`src/rtl/sap_control_unit.sv`:
```
// sap_control_unit -- microcode sequencer for the 8-bit SAP CPU.
//
// Walks every instruction through fetch (T0, T1) and execute (T2..T4).
// Each instruction returns to T0 after its last meaningful step.
// All strobes are combinational from the registered step, the opcode and,
// in T2 only, the carry/zero flags.
//
// Only one of pc_enable, ram_enable, ir_enable, a_enable and alu_enable is
// ever decoded in a given step, so the shared bus never has two drivers.
//
// Parameter HALT_ON_ILLEGAL:
//   0 : opcodes 9..D behave as a 3-cycle NOP.
//   1 : opcodes 9..D stop the machine in HALT.
//
// Optional build macro CU_RUN_GATE_EN:
//   Adds an input 'run'. A new instruction (T0) starts only while run=1.
//   Otherwise the unit idles in WAIT (t_state=6, all strobes low).
//   An instruction already in flight always completes.
//   Without the macro the unit behaves as if run were tied high.
//
// Reset is synchronous and active-high. While rst is high every strobe is
// forced low and halted reads 0, so no register is disturbed mid-instruction.

module sap_control_unit #(
  parameter bit HALT_ON_ILLEGAL = 1'b0
) (
  input  logic       clk,
  input  logic       rst,
`ifdef CU_RUN_GATE_EN
  input  logic       run,
`endif
  input  logic [3:0] opcode,
  input  logic       flag_carry,
  input  logic       flag_zero,
  output logic       pc_enable,
  output logic       pc_inc,
  output logic       pc_load,
  output logic       mar_load,
  output logic       ram_enable,
  output logic       ram_load,
  output logic       ir_load,
  output logic       ir_enable,
  output logic       a_load,
  output logic       a_enable,
  output logic       b_load,
  output logic       alu_enable,
  output logic       alu_sub,
  output logic       flags_load,
  output logic       out_load,
  output logic       halted,
  output logic [2:0] t_state
);

  // The state encoding doubles as the externally visible t_state value.
  typedef enum logic [2:0] {
    ST_T0   = 3'd0,
    ST_T1   = 3'd1,
    ST_T2   = 3'd2,
    ST_T3   = 3'd3,
    ST_T4   = 3'd4,
    ST_WAIT = 3'd6,
    ST_HALT = 3'd7
  } state_t;

  localparam logic [3:0] OP_NOP = 4'h0;
  localparam logic [3:0] OP_LDA = 4'h1;
  localparam logic [3:0] OP_ADD = 4'h2;
  localparam logic [3:0] OP_SUB = 4'h3;
  localparam logic [3:0] OP_STA = 4'h4;
  localparam logic [3:0] OP_LDI = 4'h5;
  localparam logic [3:0] OP_JMP = 4'h6;
  localparam logic [3:0] OP_JC  = 4'h7;
  localparam logic [3:0] OP_JZ  = 4'h8;
  localparam logic [3:0] OP_OUT = 4'hE;
  localparam logic [3:0] OP_HLT = 4'hF;

  state_t state_reg;
  state_t state_next;

  // Where the sequencer goes whenever a new instruction may begin.
  logic   run_ok;
  state_t fetch_entry;

`ifdef CU_RUN_GATE_EN
  assign run_ok = run;
`else
  assign run_ok = 1'b1;
`endif

  assign fetch_entry = run_ok ? ST_T0 : ST_WAIT;

  // Opcodes 9..D are not part of the instruction set.
  logic op_illegal;
  assign op_illegal = (opcode >= 4'h9) && (opcode <= 4'hD);

  // State register; reset always restarts at the fetch entry point.
  always_ff @(posedge clk) begin
    if (rst) begin
      state_reg <= fetch_entry;
    end else begin
      state_reg <= state_next;
    end
  end

  // Next-step selection and strobe decode.
  // The whole decode is suppressed while rst is high.
  always_comb begin
    state_next = state_reg;
    pc_enable  = 1'b0;
    pc_inc     = 1'b0;
    pc_load    = 1'b0;
    mar_load   = 1'b0;
    ram_enable = 1'b0;
    ram_load   = 1'b0;
    ir_load    = 1'b0;
    ir_enable  = 1'b0;
    a_load     = 1'b0;
    a_enable   = 1'b0;
    b_load     = 1'b0;
    alu_enable = 1'b0;
    alu_sub    = 1'b0;
    flags_load = 1'b0;
    out_load   = 1'b0;

    if (!rst) begin
      case (state_reg)
        // Fetch: address the instruction.
        ST_T0: begin
          pc_enable  = 1'b1;
          mar_load   = 1'b1;
          state_next = ST_T1;
        end

        // Fetch: read it into IR and advance the program counter.
        ST_T1: begin
          ram_enable = 1'b1;
          ir_load    = 1'b1;
          pc_inc     = 1'b1;
          state_next = ST_T2;
        end

        // First execute step: the only step that looks at the flags.
        ST_T2: begin
          state_next = fetch_entry;
          case (opcode)
            OP_LDA, OP_ADD, OP_SUB, OP_STA: begin
              ir_enable  = 1'b1;
              mar_load   = 1'b1;
              state_next = ST_T3;
            end
            OP_LDI: begin
              ir_enable = 1'b1;
              a_load    = 1'b1;
            end
            OP_JMP: begin
              ir_enable = 1'b1;
              pc_load   = 1'b1;
            end
            OP_JC: begin
              ir_enable = flag_carry;
              pc_load   = flag_carry;
            end
            OP_JZ: begin
              ir_enable = flag_zero;
              pc_load   = flag_zero;
            end
            OP_OUT: begin
              a_enable = 1'b1;
              out_load = 1'b1;
            end
            OP_HLT: begin
              state_next = ST_HALT;
            end
            default: begin
              // NOP and the illegal opcodes have an empty T2.
              if (op_illegal && HALT_ON_ILLEGAL) begin
                state_next = ST_HALT;
              end
            end
          endcase
        end

        // Second execute step: memory operand transfer.
        ST_T3: begin
          state_next = fetch_entry;
          case (opcode)
            OP_LDA: begin
              ram_enable = 1'b1;
              a_load     = 1'b1;
            end
            OP_ADD, OP_SUB: begin
              ram_enable = 1'b1;
              b_load     = 1'b1;
              state_next = ST_T4;
            end
            OP_STA: begin
              a_enable = 1'b1;
              ram_load = 1'b1;
            end
            default: begin
            end
          endcase
        end

        // Third execute step: ALU result back into A, flags captured.
        ST_T4: begin
          state_next = fetch_entry;
          if (opcode == OP_ADD || opcode == OP_SUB) begin
            alu_enable = 1'b1;
            a_load     = 1'b1;
            flags_load = 1'b1;
            alu_sub    = (opcode == OP_SUB);
          end
        end

        // Idle between instructions until the unit is allowed to run.
        ST_WAIT: begin
          state_next = fetch_entry;
        end

        // Terminal state; only reset leaves it.
        ST_HALT: begin
          state_next = ST_HALT;
        end

        default: begin
          state_next = ST_T0;
        end
      endcase
    end
  end

  // Status outputs straight from the registered state.
  assign halted  = (state_reg == ST_HALT) && !rst;
  assign t_state = state_reg;

endmodule

```
`config.mk`:
```
export PLATFORM = sky130hd
export DESIGN_NAME = sap_control_unit
export DESIGN_NICKNAME = d
export VERILOG_FILES = /design/src/rtl/sap_control_unit.sv
export SDC_FILE = /design/constraint.sdc
export NUM_CORES = 1
export LEC_CHECK = 0
export ABC_AREA = 1
export CAP_MARGIN = 20
export CORE_MARGIN = 3
export CORE_UTILIZATION = 30
export CTS_CLUSTER_SIZE = 40
export DETAILED_ROUTE_END_ITERATION = 10
export PLACE_DENSITY_LB_ADDON = 0.2
export SETUP_SLACK_MARGIN = 0.4
export SYNTH_ARGS = -nofsm -noshare
export SYNTH_HDL_FRONTEND = slang
export SYNTH_SLANG_ARGS = --single-unit
```
`constraint.sdc`:
```
create_clock -name clk -period 1 [get_ports clk]
set_input_delay 0.15 -clock clk [delete_from_list [all_inputs] [get_ports clk]]
set_output_delay 0.15 -clock clk [all_outputs]
set_load 0.05 [all_outputs]
```
==> PnR_summary.wiki, run 1 <==
{| class="wikitable"
! Metric !! Value
|-
| CTS Sinks || 3
|-
| Total of hold buffers inserted after clock tree synthesis || 0
|-
| Cell types occupying the most area after synthesis || sky130_fd_sc_hd__nand2_1 (18%), sky130_fd_sc_hd__dfxtp_1 (15%), sky130_fd_sc_hd__nor2_1 (13%), sky130_fd_sc_hd__nand3_1 (9.9%), sky130_fd_sc_hd__inv_1 (9.3%)
|-
| Fraction of synthesized cell area taken by the top area cell type || 17.6%
|-
| Largest area contributor in the synthesized netlist || sky130_fd_sc_hd__nand2_1
|-
| Count of buffers from port buffering || 26
|-
| Yosys Warn Count || 0
|-
| Ys flop type || sky130_fd_sc_hd__dfxtp_1
|-
| Number of I/O pins || 27
|-
| Halt point of the flow || 4_1_cts
|-
| Avg Synthesized Cell Area || 5.18 um^2
|-
| Async SR Flop Fraction || 0%
|-
| H-tree Lvls || 1
|-
| Final weighted congestion of routability-driven global placement || 0.890
|-
| HPWL reported at the end of detailed placement || 2070 um
|-
| Clock root buffer || sky130_fd_sc_hd__clkbuf_4
|-
| Post-synth EDFFs || 0
|-
| Total standard cell area after synthesis || 404 um^2
|-
| Post-CTS Setup Repair Bufs || 8
|-
| Placed insts || 137
|-
| Std-Cell Rows || 12
|-
| Max Buffers Root-to-Sink || 2
|-
| DIE HEIGHT || 42.7 um
|-
| Number of unique standard cell types used by synthesis || 18
|-
| Err || [ERROR DPL-0038] Utilization greater than 100%, impossible to legalize
|-
| Result of the run || aborted with a tool error
|-
| Most common cell in the netlist || sky130_fd_sc_hd__nand2_1
|-
| Flip-flop and latch count after synthesis || 3
|-
| Number of buffers created by CTS || 3
|-
| Post-cts sizing count || 54
|-
| Cell count after synthesis || 78
|-
| Die Wd || 42.7 um
|-
| Most frequent cells after synthesis || sky130_fd_sc_hd__nand2_1 (19), sky130_fd_sc_hd__nor2_1 (14), sky130_fd_sc_hd__inv_1 (10)
|-
| Sequential-to-total area share from yosys stat || 14.9%
|-
| Syn nets || 86
|-
| Starting utilization of the core area || 34.1%
|}
[cells by family after synthesis]
logic type	synth area share [%]
AND/OR/NAND/NOR	61.9
flip-flops	14.9
AO/OA/AOI/OAI	7.43
buffers and inverters	15.8
[stage by stage]
step	util, %	TNS, ns	worst slack, ns	area [um^2]	hold WS [ns]
after global placement	96.0	-9.63	-0.696	1140	0.731
after floorplan	-	-5.62	-0.507	533	0.329
after detailed placement	96.0	-11.54	-0.778	1140	0.733
==> inputs of run 2 (changes only) <==
Settings changed: CORE_AREA from default to 3 3 64 66, CORE_MARGIN 3 to default, CORE_UTILIZATION 30 to default, CTS_CLUSTER_SIZE 40 to default, DIE_AREA from default to 0 0 67 69, PLACE_DENSITY_LB_ADDON 0.2 to 0.15, SETUP_SLACK_MARGIN 0.4 to default.
Clock period 1 ns to 1.3 ns, I/O delays scaled along.
==> PnR_summary.wiki, run 2 <==
{| class="wikitable"
! Metric !! Value
|-
| Cell types occupying the most area after synthesis || sky130_fd_sc_hd__nand2_1 (18%), sky130_fd_sc_hd__dfxtp_1 (15%), sky130_fd_sc_hd__nor2_1 (13%), sky130_fd_sc_hd__nand3_1 (9.9%), sky130_fd_sc_hd__inv_1 (9.3%) (unchanged)
|-
| Number of max-capacitance violations reported || 0
|-
| Syn nets || 86 (unchanged)
|-
| Overall global routing resource usage || 8.52%
|-
| Maximum clock skew at final layout || 0.000860 ns
|-
| Static leakage || 0.564 nW
|-
| Largest net degree at the start of global routing || 6
|-
| Critical R2R Launch || t_state[2]$_SDFF_PP0_
|-
| Crit path max fanout || 4
|-
| Die Wd || 67 um (was 42.7 um)
|-
| Final core utilization || 36.5%
|-
| Count of TritonRoute iterations in the first routing pass || 4
|-
| Slowest cell on the critical path || sky130_fd_sc_hd__dfxtp_4
|-
| Most common cell in the netlist || sky130_fd_sc_hd__nand2_1 (unchanged)
|-
| Number of diodes added for antenna fixing || 0
|-
| Total wire length after detailed routing || 1750 um
|-
| Crit-path leading delay family || simple AND/OR/NAND/NOR gates
|-
| Total of hold buffers inserted after clock tree synthesis || 0 (unchanged)
|-
| Cells on worst reg2reg path || 9
|-
| Number of DRC markers in iteration 0 || 11
|-
| Register-to-register setup slack || 0.15 ns
|-
| WHS Endpoint || t_state[2]$_SDFF_PP0_
|-
| Share of post-route cells with drive strength above 1 || 71.5%
|-
| Overall Power || 0.808 mW
|-
| Largest area contributor in the synthesized netlist || sky130_fd_sc_hd__nand2_1 (unchanged)
|-
| Shortest period the worst path allows || 1.51 ns
|-
| Setup violation total in the final timing report || 16
|-
| Switching component of the power || 0.307 mW
|-
| Reg clk slew, reported paths || 0.03 ns
|-
| Period Utilization, post-route || 116%
|-
| Peak supply drop || 0.560 mV
|-
| Placeable Area || 0.00363 mm^2
|-
| Clock root buffer || sky130_fd_sc_hd__clkbuf_8 (was sky130_fd_sc_hd__clkbuf_4)
|-
| Startpoint type of the worst setup path || register
|-
| CTS tree || built
|-
| Final instance count without filler cells || 178
|-
| Area Growth Syn to Fin || 228%
|-
| Ys flop type || sky130_fd_sc_hd__dfxtp_1 (unchanged)
|-
| Async SR Flop Fraction || 0% (unchanged)
|-
| Internal power component || 0.501 mW
|-
| DIE HEIGHT || 69 um (was 42.7 um)
|-
| Proportion of total power due to net switching || 38.0%
|-
| Routed wire per std cell || 9.85 um
|-
| Number of max-slew violations in the final report || 0
|-
| Total Die Area || 0.00462 mm^2
|-
| Required time at the endpoint of the critical path || 1.11 ns
|-
| Count of cells along the worst hold path || 8
|-
| Remaining DRCs || 0
|-
| F_max || 0.663 GHz
|-
| Total via count in the routed design || 667
|-
| Most frequent cells after synthesis || sky130_fd_sc_hd__nand2_1 (19), sky130_fd_sc_hd__nor2_1 (14), sky130_fd_sc_hd__inv_1 (10) (unchanged)
|-
| Top routing layer used || met4
|-
| Hold violation total from the final report || 0
|-
| Total standard cell area after synthesis || 404 um^2 (unchanged)
|-
| First-pass GRT wire length || 3130 um
|-
| Overflow after GRT || 0
|-
| WL met2 || 924 um
|-
| Total power density per cell area || 609 mW/mm^2
|-
| Power share of the clock group || 34.0%
|-
| Count of buffers from port buffering || 26 (unchanged)
|-
| Leading cell type in the layout, fill and taps excluded || sky130_fd_sc_hd__buf_4
|-
| Result of the run || finished, violations left (was aborted with a tool error)
|-
| Post-synth EDFFs || 0 (unchanged)
|-
| Fraction of synthesized cell area taken by the top area cell type || 17.6% (unchanged)
|-
| Crit path arrival time || 1.31 ns
|-
| Number of I/O pins || 27 (unchanged)
|-
| Count of buffer and inverter cells on the critical path || 4
|-
| Type of destination of the critical path || output pin
|-
| Vias in the first global route || 711
|-
| Nets@finish || 139
|-
| Worst min-delay path startpoint || opcode[1]
|-
| Sequential-to-total area share from yosys stat || 14.9% (unchanged)
|-
| Commonest cells after routing, fill and taps aside || sky130_fd_sc_hd__buf_4 (23), sky130_fd_sc_hd__buf_12 (19), sky130_fd_sc_hd__nand2_1 (15), sky130_fd_sc_hd__nor2_4 (10)
|-
| Wire length on met1 || 720 um
|-
| HPWL reported at the end of detailed placement || 1430 um (was 2070 um)
|-
| Final weighted congestion of routability-driven global placement || 0.799 (was 0.890)
|-
| Vias per cell || 3.75
|-
| Flip-flop count of the largest register, all copies and words added || 3
|-
| Failing checks || setup timing
|-
| Std-Cell Rows || 22 (was 12)
|-
| Cell-by-cell listing of the critical path || inv_4 > nand2_4 > nor2_4 > inv_2 > nor2_4 > inv_2 > nor3_4 > buf_12
|-
| Avg Synthesized Cell Area || 5.18 um^2 (unchanged)
|-
| Placed insts || 172 (was 137)
|-
| H-tree Lvls || 1 (unchanged)
|-
| Clock network latency to the later pin of the worst-skew pair || 0.22 ns
|-
| Min-Delay Path Class || in2reg
|-
| Critical path's largest stage delay || 0.36 ns
|-
| Number of buffers created by CTS || 3 (unchanged)
|-
| CTS Sinks || 3 (unchanged)
|-
| Endpoint of the most critical register-to-register path || t_state[1]$_SDFF_PP0_
|-
| Flop pwr share || 14.1%
|-
| Yosys Warn Count || 0 (unchanged)
|-
| Final WS setup || -0.208 ns
|-
| Antenna violations before repair || 0
|-
| Final ANT Viol Nets || 0
|-
| Unrepaired setup endpoints after global routing || yes
|-
| Met3 layer wire length in the routed design || 80 um
|-
| Number of unique standard cell types used by synthesis || 18 (unchanged)
|-
| Share of total power in combinational logic || 51.9%
|-
| Flip-flop and latch count after synthesis || 3 (unchanged)
|-
| Crit Path Class || reg2out
|-
| Starting utilization of the core area || 11.1% (was 34.1%)
|-
| Cell count after synthesis || 78 (unchanged)
|-
| Worst Tran Pin Value || 0.220 ns
|-
| Area after detailed placement || 0.00118 mm^2 (was 0.00114 mm^2)
|-
| Relative max-transition margin || 85.2%
|-
| Post-route cell area || 0.00133 mm^2
|-
| Max Buffers Root-to-Sink || 2 (unchanged)
|}
==> run 2: power by group through the flow <==
stage                     sequential (mW)  clock, mW  combinational [mW]
final                               0.114      0.275               0.420
after floorplan                     0.137          0               0.163
after CTS                           0.113      0.285               0.412
after detailed placement            0.113          0               0.386
after global routing                0.114      0.292               0.447
after global placement              0.113          0               0.387
==> run 2: stage by stage <==
stage | setup TNS (ns) | hold slack (ns) | worst slack, ns
floorplan | -1.74 | 0.374 | -0.251
global placement | -6.96 | 0.755 | -0.578
detailed placement | -7.22 | 0.747 | -0.618
CTS | -2.79 | 0.620 | -0.229
global route | -3.60 | 0.717 | -0.290
finish | -2.47 | 0.592 | -0.208
==> run 2: what timing repair did <==
item	CTS	global route
pin swaps	10	3
setup endpoints to repair	19	19
setup buffers	1	1
resized for setup	30	7
==> run 2: cell families (layout without fill, tap and decap cells) <==
kind of cell | count (synthesis) | in the layout | share of synthesized area (%)
AND/OR/NAND/NOR | 54 | 54 | 61.9
AO/OA/AOI/OAI | 6 | 6 | 7.43
flip-flops | 3 | 3 | 14.9
buffers and inverters | 15 | 67 | 15.8
==> run 2: worst max path at each step <==
stage                           from    endpoint  slack [ns]  cells after the start
2_1_floorplan  t_state[2]$_SDFF_PP0_    out_load       -0.25                      7
3_3_place_gp               opcode[1]  alu_enable       -0.58                      7
3_5_place_dp               opcode[1]  flags_load       -0.62                      7
4_1_cts        t_state[0]$_SDFF_PP0_     alu_sub       -0.23                      5
5_1_grt        t_state[2]$_SDFF_PP0_    out_load       -0.29                      8
6_report       t_state[2]$_SDFF_PP0_    out_load       -0.21                      8
==> run 2: metal layers <==
metal	global-route usage, %	vias to the layer above
met5	0	-
met4	4.05	0
met3	0.814	3
met2	14.8	20
met1	10.1	296
li1	-	348
==> run 2: area by class of cell <==
type / instances / area, um^2
Fill cell: 395 / 2310
Clock buffer: 4 / 45.0
Multi-Input combinational cell: 60 / 459
Timing Repair Buffer: 51 / 641
Inverter: 12 / 51.3
Tap cell: 48 / 60.1
Sequential cell: 3 / 71.3
==> run 2: worst register-to-register path, delay by kind of cell (launching register included) <==
family | cells | cell delay (ns)
buf+inv | 4 | 0.39
flops | 1 | 0.36
simple gates | 5 | 0.35
Note: power is estimated with default switching activity, not from simulation.
==> inputs of run 3 (changes only) <==
Settings changed: ABC_CLOCK_PERIOD_IN_PS from default to 1300.
==> results of run 3 <==
No change in the layout: final DEF, timing and power equal those of run 2.
